### config.mk
export PLATFORM = sky130hd
export DESIGN_NAME = axi4lite_mmio_master
export DESIGN_NICKNAME = d
export VERILOG_FILES = /design/src/rtl/axi4lite_mmio_master.sv
export SDC_FILE = /design/constraint.sdc
export NUM_CORES = 1
export LEC_CHECK = 0
export CAP_MARGIN = 20
export CORE_ASPECT_RATIO = 1.5
export CORE_MARGIN = 5
export CORE_UTILIZATION = 38
export CTS_BUF_LIST = sky130_fd_sc_hd__clkbuf_8
export DETAILED_ROUTE_END_ITERATION = 10
export PLACE_DENSITY = 0.81
export SYNTH_ARGS = -nofsm -noshare
export SYNTH_HDL_FRONTEND = slang
export SYNTH_SLANG_ARGS = --single-unit
### constraint.sdc
create_clock -name aclk -period 2.04 [get_ports aclk]
set_input_delay 0.51 -clock aclk [delete_from_list [all_inputs] [get_ports aclk]]
set_output_delay 0.51 -clock aclk [all_outputs]
set_load 0.01 [all_outputs]
### src/rtl/axi4lite_mmio_master.sv
// axi4lite_mmio_master
// Single-outstanding AXI4-lite initiator. A valid/ready command port is turned
// into exactly one AXI4-lite read or write, and the outcome is returned on a
// valid/ready response port. A per-transaction timeout reports a silent slave
// while still honouring AXI handshake rules: pending valids stay up until
// their handshake, and a late B/R beat is absorbed before the next command.
module axi4lite_mmio_master #(
    parameter int              ALEN      = 32,
    parameter logic [ALEN-1:0] ADDR_MASK = {ALEN{1'b1}},
    parameter int              TIMEOUT   = 1024,
    parameter int              TIMEOUT_W = 16
) (
    input  logic            aclk,
    input  logic            aresetn,
    // write address channel
    output logic            awvalid,
    input  logic            awready,
    output logic [ALEN-1:0] awaddr,
    output logic [2:0]      awprot,
    // write data channel
    output logic            wvalid,
    input  logic            wready,
    output logic [63:0]     wdata,
    output logic [7:0]      wstrb,
    // write response channel
    input  logic            bvalid,
    output logic            bready,
    input  logic [1:0]      bresp,
    // read address channel
    output logic            arvalid,
    input  logic            arready,
    output logic [ALEN-1:0] araddr,
    output logic [2:0]      arprot,
    // read data channel
    input  logic            rvalid,
    output logic            rready,
    input  logic [63:0]     rdata,
    input  logic [1:0]      rresp,
    // command port
    input  logic            req_valid,
    output logic            req_ready,
    input  logic            req_write,
    input  logic [ALEN-1:0] req_addr,
    input  logic [63:0]     req_wdata,
    // response port
    output logic            rsp_valid,
    input  logic            rsp_ready,
    output logic [63:0]     rsp_rdata,
    output logic [1:0]      rsp_resp,
    output logic            rsp_err,
    output logic            rsp_timeout
);

    typedef enum logic [2:0] {
        ST_IDLE  = 3'd0,
        ST_WRITE = 3'd1,
        ST_READ  = 3'd2,
        ST_RESP  = 3'd3,
        ST_DRAIN = 3'd4
    } state_t;

    localparam logic [1:0]           RESP_OKAY = 2'b00;
    localparam bit                   TMO_EN    = (TIMEOUT != 0);
    localparam logic [TIMEOUT_W-1:0] TMO_LAST  = TIMEOUT_W'(TIMEOUT - 1);

    // registered state
    state_t               state_r;
    logic                 awvalid_r;
    logic                 wvalid_r;
    logic                 arvalid_r;
    logic                 bready_r;
    logic                 rready_r;
    logic                 drained_r;
    logic [TIMEOUT_W-1:0] cnt_r;
    logic [ALEN-1:0]      addr_r;
    logic [63:0]          wdata_r;
    logic                 rsp_valid_r;
    logic [63:0]          rsp_rdata_r;
    logic [1:0]           rsp_resp_r;
    logic                 rsp_err_r;
    logic                 rsp_timeout_r;

    // next-state values
    state_t               state_n;
    logic                 awvalid_n;
    logic                 wvalid_n;
    logic                 arvalid_n;
    logic                 bready_n;
    logic                 rready_n;
    logic                 drained_n;
    logic [TIMEOUT_W-1:0] cnt_n;
    logic [ALEN-1:0]      addr_n;
    logic [63:0]          wdata_n;
    logic                 rsp_valid_n;
    logic [63:0]          rsp_rdata_n;
    logic [1:0]           rsp_resp_n;
    logic                 rsp_err_n;
    logic                 rsp_timeout_n;

    // handshake and helper terms
    logic aw_hs_s;
    logic w_hs_s;
    logic ar_hs_s;
    logic b_hs_s;
    logic r_hs_s;
    logic accept_s;
    logic tmo_hit_s;
    logic beat_done_s;
    logic pend_s;

    // A response code other than OKAY is reported as an error.
    function automatic logic resp_is_err(input logic [1:0] resp);
        return (resp != RESP_OKAY);
    endfunction

    assign req_ready = (state_r == ST_IDLE) && aresetn;
    assign accept_s  = req_valid && req_ready;

    assign aw_hs_s = awvalid_r && awready;
    assign w_hs_s  = wvalid_r  && wready;
    assign ar_hs_s = arvalid_r && arready;
    assign b_hs_s  = bvalid    && bready_r;
    assign r_hs_s  = rvalid    && rready_r;

    // Expiry is judged on the count of the current cycle; a beat arriving in
    // the same cycle takes priority in the FSM below.
    assign tmo_hit_s = TMO_EN && (cnt_r == TMO_LAST);

    // Beat received now or earlier, and address/data valids still pending
    // after this cycle's handshakes.
    assign beat_done_s = drained_r || b_hs_s || r_hs_s;
    assign pend_s      = (awvalid_r && !aw_hs_s) || (wvalid_r && !w_hs_s) ||
                         (arvalid_r && !ar_hs_s);

    // Fixed and registered bus outputs.
    assign awvalid     = awvalid_r;
    assign awaddr      = addr_r;
    assign awprot      = 3'b000;
    assign wvalid      = wvalid_r;
    assign wdata       = wdata_r;
    assign wstrb       = 8'hFF;
    assign bready      = bready_r;
    assign arvalid     = arvalid_r;
    assign araddr      = addr_r;
    assign arprot      = 3'b000;
    assign rready      = rready_r;
    assign rsp_valid   = rsp_valid_r;
    assign rsp_rdata   = rsp_rdata_r;
    assign rsp_resp    = rsp_resp_r;
    assign rsp_err     = rsp_err_r;
    assign rsp_timeout = rsp_timeout_r;

    // Next-state and next-output logic for the transaction FSM.
    always_comb begin
        state_n       = state_r;
        // each valid/ready falls after its own handshake unless re-armed below
        awvalid_n     = awvalid_r && !aw_hs_s;
        wvalid_n      = wvalid_r  && !w_hs_s;
        arvalid_n     = arvalid_r && !ar_hs_s;
        bready_n      = bready_r  && !b_hs_s;
        rready_n      = rready_r  && !r_hs_s;
        drained_n     = beat_done_s;
        cnt_n         = cnt_r;
        addr_n        = addr_r;
        wdata_n       = wdata_r;
        rsp_valid_n   = rsp_valid_r;
        rsp_rdata_n   = rsp_rdata_r;
        rsp_resp_n    = rsp_resp_r;
        rsp_err_n     = rsp_err_r;
        rsp_timeout_n = rsp_timeout_r;

        case (state_r)
            ST_IDLE: begin
                if (accept_s) begin
                    addr_n    = req_addr & ADDR_MASK;
                    wdata_n   = req_wdata;
                    cnt_n     = {TIMEOUT_W{1'b0}};
                    drained_n = 1'b0;
                    if (req_write) begin
                        awvalid_n = 1'b1;
                        wvalid_n  = 1'b1;
                        bready_n  = 1'b1;
                        state_n   = ST_WRITE;
                    end else begin
                        arvalid_n = 1'b1;
                        rready_n  = 1'b1;
                        state_n   = ST_READ;
                    end
                end else begin
                    state_n = ST_IDLE;
                end
            end

            ST_WRITE: begin
                cnt_n = cnt_r + {{(TIMEOUT_W-1){1'b0}}, 1'b1};
                if (b_hs_s) begin
                    rsp_valid_n   = 1'b1;
                    rsp_rdata_n   = 64'd0;
                    rsp_resp_n    = bresp;
                    rsp_err_n     = resp_is_err(bresp);
                    rsp_timeout_n = 1'b0;
                    state_n       = ST_RESP;
                end else if (tmo_hit_s) begin
                    rsp_valid_n   = 1'b1;
                    rsp_rdata_n   = 64'd0;
                    rsp_resp_n    = 2'b00;
                    rsp_err_n     = 1'b1;
                    rsp_timeout_n = 1'b1;
                    state_n       = ST_RESP;
                end else begin
                    state_n = ST_WRITE;
                end
            end

            ST_READ: begin
                cnt_n = cnt_r + {{(TIMEOUT_W-1){1'b0}}, 1'b1};
                if (r_hs_s) begin
                    rsp_valid_n   = 1'b1;
                    rsp_rdata_n   = rdata;
                    rsp_resp_n    = rresp;
                    rsp_err_n     = resp_is_err(rresp);
                    rsp_timeout_n = 1'b0;
                    state_n       = ST_RESP;
                end else if (tmo_hit_s) begin
                    rsp_valid_n   = 1'b1;
                    rsp_rdata_n   = 64'd0;
                    rsp_resp_n    = 2'b00;
                    rsp_err_n     = 1'b1;
                    rsp_timeout_n = 1'b1;
                    state_n       = ST_RESP;
                end else begin
                    state_n = ST_READ;
                end
            end

            ST_RESP: begin
                if (rsp_ready) begin
                    rsp_valid_n = 1'b0;
                    // a timed-out transaction may still owe a beat or a handshake
                    if (beat_done_s && !pend_s) begin
                        state_n = ST_IDLE;
                    end else begin
                        state_n = ST_DRAIN;
                    end
                end else begin
                    state_n = ST_RESP;
                end
            end

            ST_DRAIN: begin
                if (beat_done_s && !pend_s) begin
                    state_n = ST_IDLE;
                end else begin
                    state_n = ST_DRAIN;
                end
            end

            default: begin
                state_n     = ST_IDLE;
                awvalid_n   = 1'b0;
                wvalid_n    = 1'b0;
                arvalid_n   = 1'b0;
                bready_n    = 1'b0;
                rready_n    = 1'b0;
                rsp_valid_n = 1'b0;
            end
        endcase
    end

    // State, bus and response registers with asynchronous active-low reset.
    always_ff @(posedge aclk or negedge aresetn) begin
        if (!aresetn) begin
            state_r       <= ST_IDLE;
            awvalid_r     <= 1'b0;
            wvalid_r      <= 1'b0;
            arvalid_r     <= 1'b0;
            bready_r      <= 1'b0;
            rready_r      <= 1'b0;
            drained_r     <= 1'b0;
            cnt_r         <= {TIMEOUT_W{1'b0}};
            addr_r        <= {ALEN{1'b0}};
            wdata_r       <= 64'd0;
            rsp_valid_r   <= 1'b0;
            rsp_rdata_r   <= 64'd0;
            rsp_resp_r    <= 2'b00;
            rsp_err_r     <= 1'b0;
            rsp_timeout_r <= 1'b0;
        end else begin
            state_r       <= state_n;
            awvalid_r     <= awvalid_n;
            wvalid_r      <= wvalid_n;
            arvalid_r     <= arvalid_n;
            bready_r      <= bready_n;
            rready_r      <= rready_n;
            drained_r     <= drained_n;
            cnt_r         <= cnt_n;
            addr_r        <= addr_n;
            wdata_r       <= wdata_n;
            rsp_valid_r   <= rsp_valid_n;
            rsp_rdata_r   <= rsp_rdata_n;
            rsp_resp_r    <= rsp_resp_n;
            rsp_err_r     <= rsp_err_n;
            rsp_timeout_r <= rsp_timeout_n;
        end
    end

endmodule

; ---- Yosys cells after proc, flatten, opt, wreduce, memory -nomap -nowiden
; Index checks and enable logic that the tools add are counted.
[op_classes]
n_addsub = 1
n_mux = 49
mul = 0
n_eq_ne = 7
shifts = 0
n_lt_le_gt_ge = 0
bitwise_logic = 1
n_div = 0
reduce_logical = 34
[ops]
columns = op, n
row1 = 2-to-1 mux 64 bit, 3
row2 = case mux 64 bit (2 select lines), 1
row3 = case mux 16 bit (2 select lines), 1
row4 = 2-to-1 mux 1 bit, 24
row5 = "adder 16 x 1 -> 16 bit, second input constant", 1
row6 = "== test 16 x 10 -> 1 bit, second input constant", 1
row7 = 2-to-1 mux 16 bit, 1
row8 = case mux 3 bit (5 select lines), 1
row9 = case mux 1 bit (2 select lines), 7
row10 = logical AND 1 bit, 13
row11 = 2-to-1 mux 2 bit, 6
row12 = 2-to-1 mux 3 bit, 3
row13 = nonzero test 2 bit, 4
row14 = "== test 3 x 2 -> 1 bit, second input constant", 2
row15 = zero test 1 bit, 6
row16 = AND reduction 2 bit, 3
row17 = logical OR 1 bit, 4
row18 = "!= test 2 bit, second input constant", 2
row19 = case mux 1 bit (4 select lines), 1
row20 = case mux 2 bit (2 select lines), 1
row21 = OR reduction 2 bit, 2
row22 = OR reduction 4 bit, 1
row23 = "== test 3 x 1 -> 1 bit, second input constant", 1
row24 = "== test 3 bit, second input constant", 1
row25 = other kinds (2), 2
[word_totals]
input_bits = 174
n_memories = 0
latch_bits = 0
rom_bits = 0
ram_bits = 0
wordCells = 107
out_inout_bits = 217
ff_bits = 190

; ---- Longest topological paths before layout
; Gate-level depths: netlist (run 1).
[logic_depth]
ltp_word = 10
depth_mapped = 7
mapped_depth_nobuf = 5

; ---- Least setup slack after synthesis (run 1)
; OpenSTA, ideal clock, no wires.
[synth_path]
path_type = register to register
from = reg cnt_r[0]
to = reg rsp_rdata_r[14], in the netlist rsp_rdata[14]
period_less_slack_ns = 1.895
path_slack_ns = 0.145
required_ns = 1.976
n_path_buf = 2
t_arrival_ns = 1.831
setup_time_ns = 0.064
path_stages_with_launch = 8
cell_sequence = dfrtp_1 -> ha_1 -> and3_1 -> and4_4 -> buf_6 -> o31ai_4 -> buf_6 -> a22o_2
[synth_via]
elab_chain_len = 4
elab_cells_between_ends = 5
cone_classes = eq/ne: 1 / mux: 4
[synth_lines]
columns = item, line_no
row1 = from (decl), 74  ; logic [TIMEOUT_W-1:0] cnt_r;
row2 = from (signal assigned), 280  ; cnt_r <= {TIMEOUT_W{1'b0}};
row3 = from (signal assigned), 296  ; cnt_r <= cnt_n;
row4 = == test 16 x 10 -> 1 bit *, 127  ; assign tmo_hit_s = TMO_EN && (cnt_r == TMO_LAST);
row5 = 2-to-1 mux 64 bit *, n/a
row6 = 2-to-1 mux 64 bit (on tied branches), n/a
row7 = case mux 64 bit (2 select lines) *, n/a
row8 = to (signal assigned), 300  ; rsp_rdata_r <= rsp_rdata_n;
row9 = to (decl), 78  ; logic [63:0] rsp_rdata_r;
; Mark *: on every way between the ends. The rest lies on a longest branch, timed or not.
; A chain may end at the register's enable or synchronous reset.

; ---- Worst setup path after layout (run 1)
[layout_path]
from = reg arvalid_r, in the netlist arvalid
to = out arvalid
[layout_rtl]
columns = item, line_no
row1 = from (decl), 70  ; logic arvalid_r;
row2 = from (signal assigned), 292  ; arvalid_r <= arvalid_n;
row3 = to (decl), 30  ; output logic arvalid,
; No word-level cell between the ends.

==> results.toml, run 1 <==
[cts]
cts_sinks = 190
clk_pin_slew_ps = 90
insertion_delay_ps = 460
numCtsBuffers = 17
cts_tree = "built"
htree_levels = 4
clk_path_buf_depth = 2
root_buffer = "clkbuf_8"

[grt]
grt_overflow_total = 0
grt_pass1_wl_mm = 38.6
antenna_found_initial = 0
track_usage = 0.209
grt_pass1_vias = 7118
grt_max_degree = 118

[die]
die_w_um = 127
row_count = 64
fp.dieH_um = 186
core-area_um2 = 20300
start_util = 0.384
num_io_pins = 391
die_area_um2 = 23600

[synth]
syn_area_per_cell_um2 = 10.2
ys_types = 47
yosysSeqAreaShare = 0.608
synthArstFlopShare = 1.00
syn-cell-area_um2 = 7810
synth_edf_count = 0
yosysTopAreaCell = "dfrtp_1"
yosys.area.top_type_share = 0.608
synth_cells = 768
synth_ff_type = "dfrtp_1"
synth_seq_cells = 190
yosys_warnings = 0
synth.area.top_cells = "dfrtp_1 61%, nand2_1 15%, a22o_1 5.6%, buf_4 4.4%, a22o_2 1.9%"

[drt]
drt_iter0_drc = 312
firstDrtPassIters = 4
drt_wl_total_mm = 25.3
drtAntennaViolNets = 0
vias_per_cell = 4.92
drc = 0
vias = 6855
avgRoutedWirePerCell_um = 18.1

[timing]
hold_viol = 0
setup_violations = 0
clock_skew_ps = 12.4
max_freq_ghz = 0.507
worst_pin_slew_ps = 658
min_period_ps = 1970
rsz0062_at_grt = "no"
drv_slew = 0
fin_crit_sh = 0.968
relSlewSlack = 0.561

[power_and_ir_drop]
p_leak_nw = 5.74
p_per_area_nw_per_um2 = 1360
power_mw = 16.5
vdd_drop_max_uv = 878

[place]
placed_cell_area_um2 = 11700
gp_congestion = 0.807
hpwl_mm = 19.1
io_buffers = 376

[cells_and_area]
finish.utilization = 0.597
most-common-layout-cells = "368 x clkdlybuf4s50_1, 303 x nand2_1, 187 x dfrtp_1"
drive_above_1_share = 0.0788
final_common_cell = "clkdlybuf4s50_1"
final_cell_area_um2 = 12100
fin_nets = 1292
n_antenna_cell = 0
area_growth_pct = 55.4

[job]
maxCapViolCount = 0

[worst_setup_path]
slowest_stage = "clkdlybuf4s50_1"
cp_num_buf_inv = 1
cp-start-kind = "flip-flop"
critical_path.top_delay_family = "buffers and inverters"
crit_fanout = 2
crit_path_max_incr_delay_ps = 590
worstSetupPathType = "flip-flop to output port"
cp-end-kind = "output port"
crit_required_ps = 1530
crit_chain = "clkdlybuf4s50_1"
arrival_ps = 1460

[hold_path]
hold_class = "primary input to async pin"

[outcome]
status = "complete, no violations"
[metrics by stage]
stage / TNS [ps] / cells / setup WS, ps / hold WS [ps]
floorplan: 0 / 780 / 145 / 214
detailed placement: -264 / 1361 / -83.9 / 461
finish: 0 / 1394 / 65.7 / 218
CTS: 0 / 1393 / 9.01 / 248
global route: 0 / 1394 / 2.49 / 258
global placement: -19.8 / 1361 / -19.8 / 456
[layout make-up]
type                    instances  area [um2]
fillers                      1683        8190
clock buffers                  19         262
flip-flops and latches        190        4760
clock inverters                13         140
multi-input cells             497        2520
well taps                     264         330
inverters                       5        18.8
repair buffers                406        4110
[cells in the mapped netlist, types with 2 or more instances]
cell        n
and4_1      3
a21oi_1    13
nor2_1     13
nand3_1     7
nor4_1      2
inv_1       5
buf_6       7
clkbuf_1   17
and2_1      3
buf_4      46
dfrtp_1   190
a22o_1     50
o21ai_0    14
a22o_2     15
a22oi_1     2
nand2b_1    6
or3_1       6
nor3_1      2
buf_2      18
nand4_1     7
conb_1      2
xor2_1      5
o22ai_1     2
a31oi_1     2
o211ai_1    3
and3_1      4
nand2_1   304
[power breakdown]
group	switching, mW	internal (mW)
clock	1.35	1.16
sequential	1.07	5.31
combinational	3.27	4.36
total	5.69	10.8
[state kept, by name (all words and copies together), names as in the netlist, 2 cells and up]
signal / count
araddr: 32
cnt_r: 16
rsp_rdata: 64
rsp_resp: 2
state_r: 3
wdata: 64
[cell families after synthesis]
logic type / count (synthesis) / share of synthesized area
muxes: 1 / 0.00128
AOI/OAI and AO/OA: 110 / 0.112
adders and majority gates: 1 / 0.00160
buffers and inverters: 93 / 0.0764
other: 2 / 0.000961
xor gates and xnor gates: 6 / 0.00673
DFF: 190 / 0.608
and+or+nand+nor: 365 / 0.192
[path summary, 6_finish.rpt]
check | end | slack (ps) | startpoint | depth (start not counted)
worst min-delay path | rsp_rdata[9] | 220 | aresetn | 3
worst min register to register | wdata[8] | 480 | wdata[8] | 2
max in group asynchronous | araddr[7] | 820 | aresetn | 4
worst max register to register | rsp_rdata[59] | 130 | state_r[0] | 6
min in group aclk | wdata[8] | 480 | wdata[8] | 2
worst max-delay path | arvalid | 70 | arvalid | 1
[timing repair]
item	in CTS	in global routing
hold buffers	0	0
hold endpoints to repair	0	0
cloned	0	0
buffers inserted	0	1
gates resized for setup	8	6
pin swaps	1	0
endpoints found under the setup margin	5	8
[routing by layer]
metal  vias up  global-route usage  part of all wire
met1      3314               0.234              0.38
li1       3172                   -                 -
met4         0              0.0833             0.029
met3        43              0.0744             0.087
met5         -                   0                 0
met2       326               0.361              0.50
Note: power is estimated with default switching activity, not from simulation.
==> run 2: changes to the inputs <==
- PLACE_DENSITY: 0.81 -> 0.86
==> run 2 against run 1 <==
First-iteration DRC count is 29% higher. Worst setup slack better by 8.4 ps. Flip-flop and latch count stayed put. Sequential share of layout area hardly changed. Register-to-register slack worse by 20 ps. Clock power is 8% lower. Worst hold slack worse by 49 ps. Combinational power hardly changed.
==> results.toml, run 2 (synthesis results as in run 1) <==
[worst_setup_path]
worstSetupPathType = "flip-flop to output port"
cp.depth = 1
crit_fanout = 3
cp-end-kind = "output port"
crit_required_ps = 1530
slowest_stage = "clkdlybuf4s50_1"
rr_worst_depth = 6
critical_path.top_delay_family = "buffers and inverters"
cp_num_buf_inv = 1
arrival_ps = 1460
crit_path_max_incr_delay_ps = 570
crit_chain = "clkdlybuf4s50_1"
cp-start-kind = "flip-flop"

[cts]
cts_tree = "built"
cts_sinks = 190
clk_pin_slew_ps = 90
clk_path_buf_depth = 2
htree_levels = 4
cts_hold_buf = 0
numCtsBuffers = 17
root_buffer = "clkbuf_8"
insertion_delay_ps = 460

[grt]
grt_pass1_vias = 7349
grt_pass1_wl_mm = 40.1
grt_overflow_total = 0
antenna_found_initial = 2
track_usage = 0.219
grt_max_degree = 166

[drt]
drtAntennaViolNets = 0
vias_per_cell = 4.96
vias = 6938
firstDrtPassIters = 5
drt_wl_total_mm = 26.0
drt_iter0_drc = 403
drc = 0
avgRoutedWirePerCell_um = 18.6

[timing]
clock_skew_ps = 6.77
drv_slew = 0
hold_viol = 0
fin_crit_sh = 0.964
setup_violations = 0
max_freq_ghz = 0.509
relSlewSlack = 0.265
worst_pin_slew_ps = 1100
min_period_ps = 1970
setup_tns_ps = 0
rsz0062_at_grt = "no"

[cells_and_area]
fin_nets = 1299
most-common-layout-cells = "360 x clkdlybuf4s50_1, 303 x nand2_1, 188 x dfrtp_1"
area_growth_pct = 55.4
n_antenna_cell = 0
final_common_cell = "clkdlybuf4s50_1"
fillers = 1652
drive_above_1_share = 0.0836
regArea_um2 = 4760
multi_input_area_um2 = 2520

[power_and_ir_drop]
power_mw = 16.3
p_per_area_nw_per_um2 = 1350
p_leak_nw = 5.83
vdd_drop_max_uv = 779

[place]
gp_congestion = 0.834
io_buffers = 376
hpwl_mm = 19.8

[die]
core-area_um2 = 20300
fp.dieH_um = 186
start_util = 0.384
num_io_pins = 391
die_area_um2 = 23600
die_w_um = 127
row_count = 64

[outcome]
status = "complete, no violations"

[hold_path]
hold_class = "primary input to async pin"

[job]
maxCapViolCount = 0
## run 2: cell types whose count changed in the layout (fill, tap and decap cells not counted), sizes merged
cell | before | now
dlygate4sd2 | 1 | 3
clkinvlp | 2 | 3
clkbuf | 20 | 18
buf | 31 | 38
clkdlybuf4s50 | 368 | 360
inv | 9 | 8
clkinv | 5 | 7
bufinv | 2 | 1
dlymetal6s2s | 5 | 11
## run 2: path summary, 6_finish.rpt
path	end	slack (ps)	startpoint
max in group asynchronous	rready	880	aresetn
setup reg to reg	rsp_rdata[39]	110	cnt_r[0]
min in group aclk	wdata[31]	480	wdata[31]
hold / removal	rsp_rdata[13]	170	aresetn
hold reg to reg	wdata[31]	480	wdata[31]
setup / recovery	awaddr[21]	70	araddr[21]
## run 2: where the power goes
part / internal (mW) / switching [mW]
Clock: 0.958 / 1.36
Combinational: 4.35 / 3.29
Sequential: 5.30 / 1.08
## run 2: timing repair
action	in CTS	in global routing
endpoints found under the setup margin	7	15
buffers inserted	1	2
gates resized for setup	10	12
pin swaps	1	1
## run 2: metal layers
layer,vias up,track usage,share of wire
li1,3188,-,-
met1,3337,0.248,0.37
met2,356,0.374,0.51
met3,53,0.0775,0.091
met4,4,0.0936,0.031
met5,-,0,0.0010
## run 2: metrics by stage
step                setup slack (ps)  area (um2)  std cells  utilization  hold WS, ps
finish                          74.2       12100       1400        0.597          170
global route                    2.52       12100       1400        0.597          370
CTS                             3.77       12100       1398        0.595          342
detailed placement             -47.2       11700       1366        0.577          461
global placement                3.18       11700       1366        0.577          456
floorplan                        145        7860        780            -          214
## run 2: layout make-up
class	count	area share
timing repair buffer	413	0.342
inverter	5	0.00155
tap	264	0.0272
clock buffer	17	0.0193
clock inverter	14	0.00989
multi-input combinational	497	0.208
sequential	190	0.392
==> run 3: changes to the inputs <==
- RECOVER_POWER: not set -> 25
==> run 3 against run 2 <==
Largest cell class unchanged. First-iteration DRC count increased by 9.4%. Utilization about the same. Critical path depth unchanged. Critical endpoint unchanged. The run now ends with max-slew violations left.
==> results.toml, run 3 (synthesis results as in run 1) <==
[worst_setup_path]
crit_path_max_incr_delay_ps = 570
arrival_ps = 1450
cp_num_buf_inv = 1
worstSetupPathType = "flip-flop to output port"
crit_chain = "clkdlybuf4s50_1"
slowest_stage = "clkdlybuf4s50_1"
cp-start-kind = "flip-flop"
cp-end-kind = "output port"
crit_fanout = 3
critical_path.top_delay_family = "buffers and inverters"
crit_required_ps = 1530

[outcome]
status = "finished with violations"
violations = "max-slew violations"

[drt]
avgRoutedWirePerCell_um = 18.5
drt_wl_total_mm = 26.0
drtAntennaViolNets = 0
drt_iter0_drc = 441
drc = 0
vias = 6913
vias_per_cell = 4.94
firstDrtPassIters = 6

[grt]
gr-usage-met3 = 0.0775
gr-usage-met2 = 0.374
track_usage = 0.219
grt_pass1_wl_mm = 40.1
grt_max_degree = 166
antenna_found_initial = 2
use_met1 = 0.248
grt_pass1_vias = 7349
grt_overflow_total = 0
busiest_layer = "met2"

[job]
maxCapViolCount = 0

[timing]
relSlewSlack = -0.0434
finalWorstSetupSlack_ps = 77.3
hold_viol = 0
clock_skew_ps = 7.82
max_freq_ghz = 0.510
rsz0062_at_grt = "no"
setup_violations = 0
worst_pin_slew_ps = 1570
min_period_ps = 1960
setup_tns_ps = 0
holdWs_ps = 479
drv_slew = 90
fin_crit_sh = 0.962

[cells_and_area]
final_cell_area_um2 = 12100
finish.utilization = 0.597
instances_no_fill = 1400
drive_above_1_share = 0.0836
n_antenna_cell = 0
fin_nets = 1299
most-common-layout-cells = "360 x clkdlybuf4s50_1, 303 x nand2_1, 188 x dfrtp_1"
final_common_cell = "clkdlybuf4s50_1"
area_growth_pct = 55.3

[power_and_ir_drop]
p_per_area_nw_per_um2 = 1350
p_leak_nw = 5.83
power_mw = 16.3
vdd_drop_max_uv = 779

[die]
fp.dieH_um = 186
num_io_pins = 391
die_area_um2 = 23600
start_util = 0.384
row_count = 64
core-area_um2 = 20300
die_w_um = 127

[cts]
root_buffer = "clkbuf_8"
cts_sinks = 190
insertion_delay_ps = 460
htree_levels = 4
clk_path_buf_depth = 2
clk_pin_slew_ps = 90
cts_tree = "built"
numCtsBuffers = 17
cts_hold_buf = 0

[place]
io_buffers = 376
dp.cells = 1366
placed_cell_area_um2 = 11700
hpwl_mm = 19.8
post-place-ws_ps = -47.2
gp_congestion = 0.834

[hold_path]
hold_class = "primary input to async pin"
run 3: changes by cell type in the layout (fill, tap and decap cells not counted):
cell    change
buf_12      -1
buf_6       +1
run 3: area by class of cell:
type | count | area, um2
fillers | 1652 | 8210
repair buffers | 413 | 4150
inverters | 5 | 18.8
clock inverters | 14 | 120
flip-flops and latches | 190 | 4760
clock buffers | 17 | 234
multi-input cells | 497 | 2520
well taps | 264 | 330
run 3: final timing paths:
path	cells past startpoint	slack (ps)	to	startpoint
worst min register to register	2	480	wdata[31]	wdata[31]
worst max register to register	6	110	rsp_rdata[39]	cnt_r[0]
max in group asynchronous	3	390	wdata[24]	aresetn
worst min-delay path	3	480	cnt_r[15]	aresetn
worst max-delay path	1	80	awaddr[21]	araddr[21]
min in group aclk	2	480	wdata[31]	wdata[31]
run 3: routing by layer:
metal  vias up  wire length [um]  part of all wire
li1       3189                 -                 -
met1      3315              9490              0.37
met2       357             13300              0.51
met3        48              2360             0.091
met5         -                27            0.0010
met4         4               775             0.030
run 3: power by group:
part	switching, mW	total [mW]	internal [mW]
registers	1.08	6.39	5.30
logic	3.28	7.62	4.35
clock network	1.36	2.32	0.958
run 3: repair_timing:
action / 4_1_cts / 5_1_grt
endpoints found under the hold margin: 0 / 0
pin swaps: 1 / 1
gates resized for setup: 10 / 12
setup buffers: 1 / 2
endpoints found under the setup margin: 7 / 15
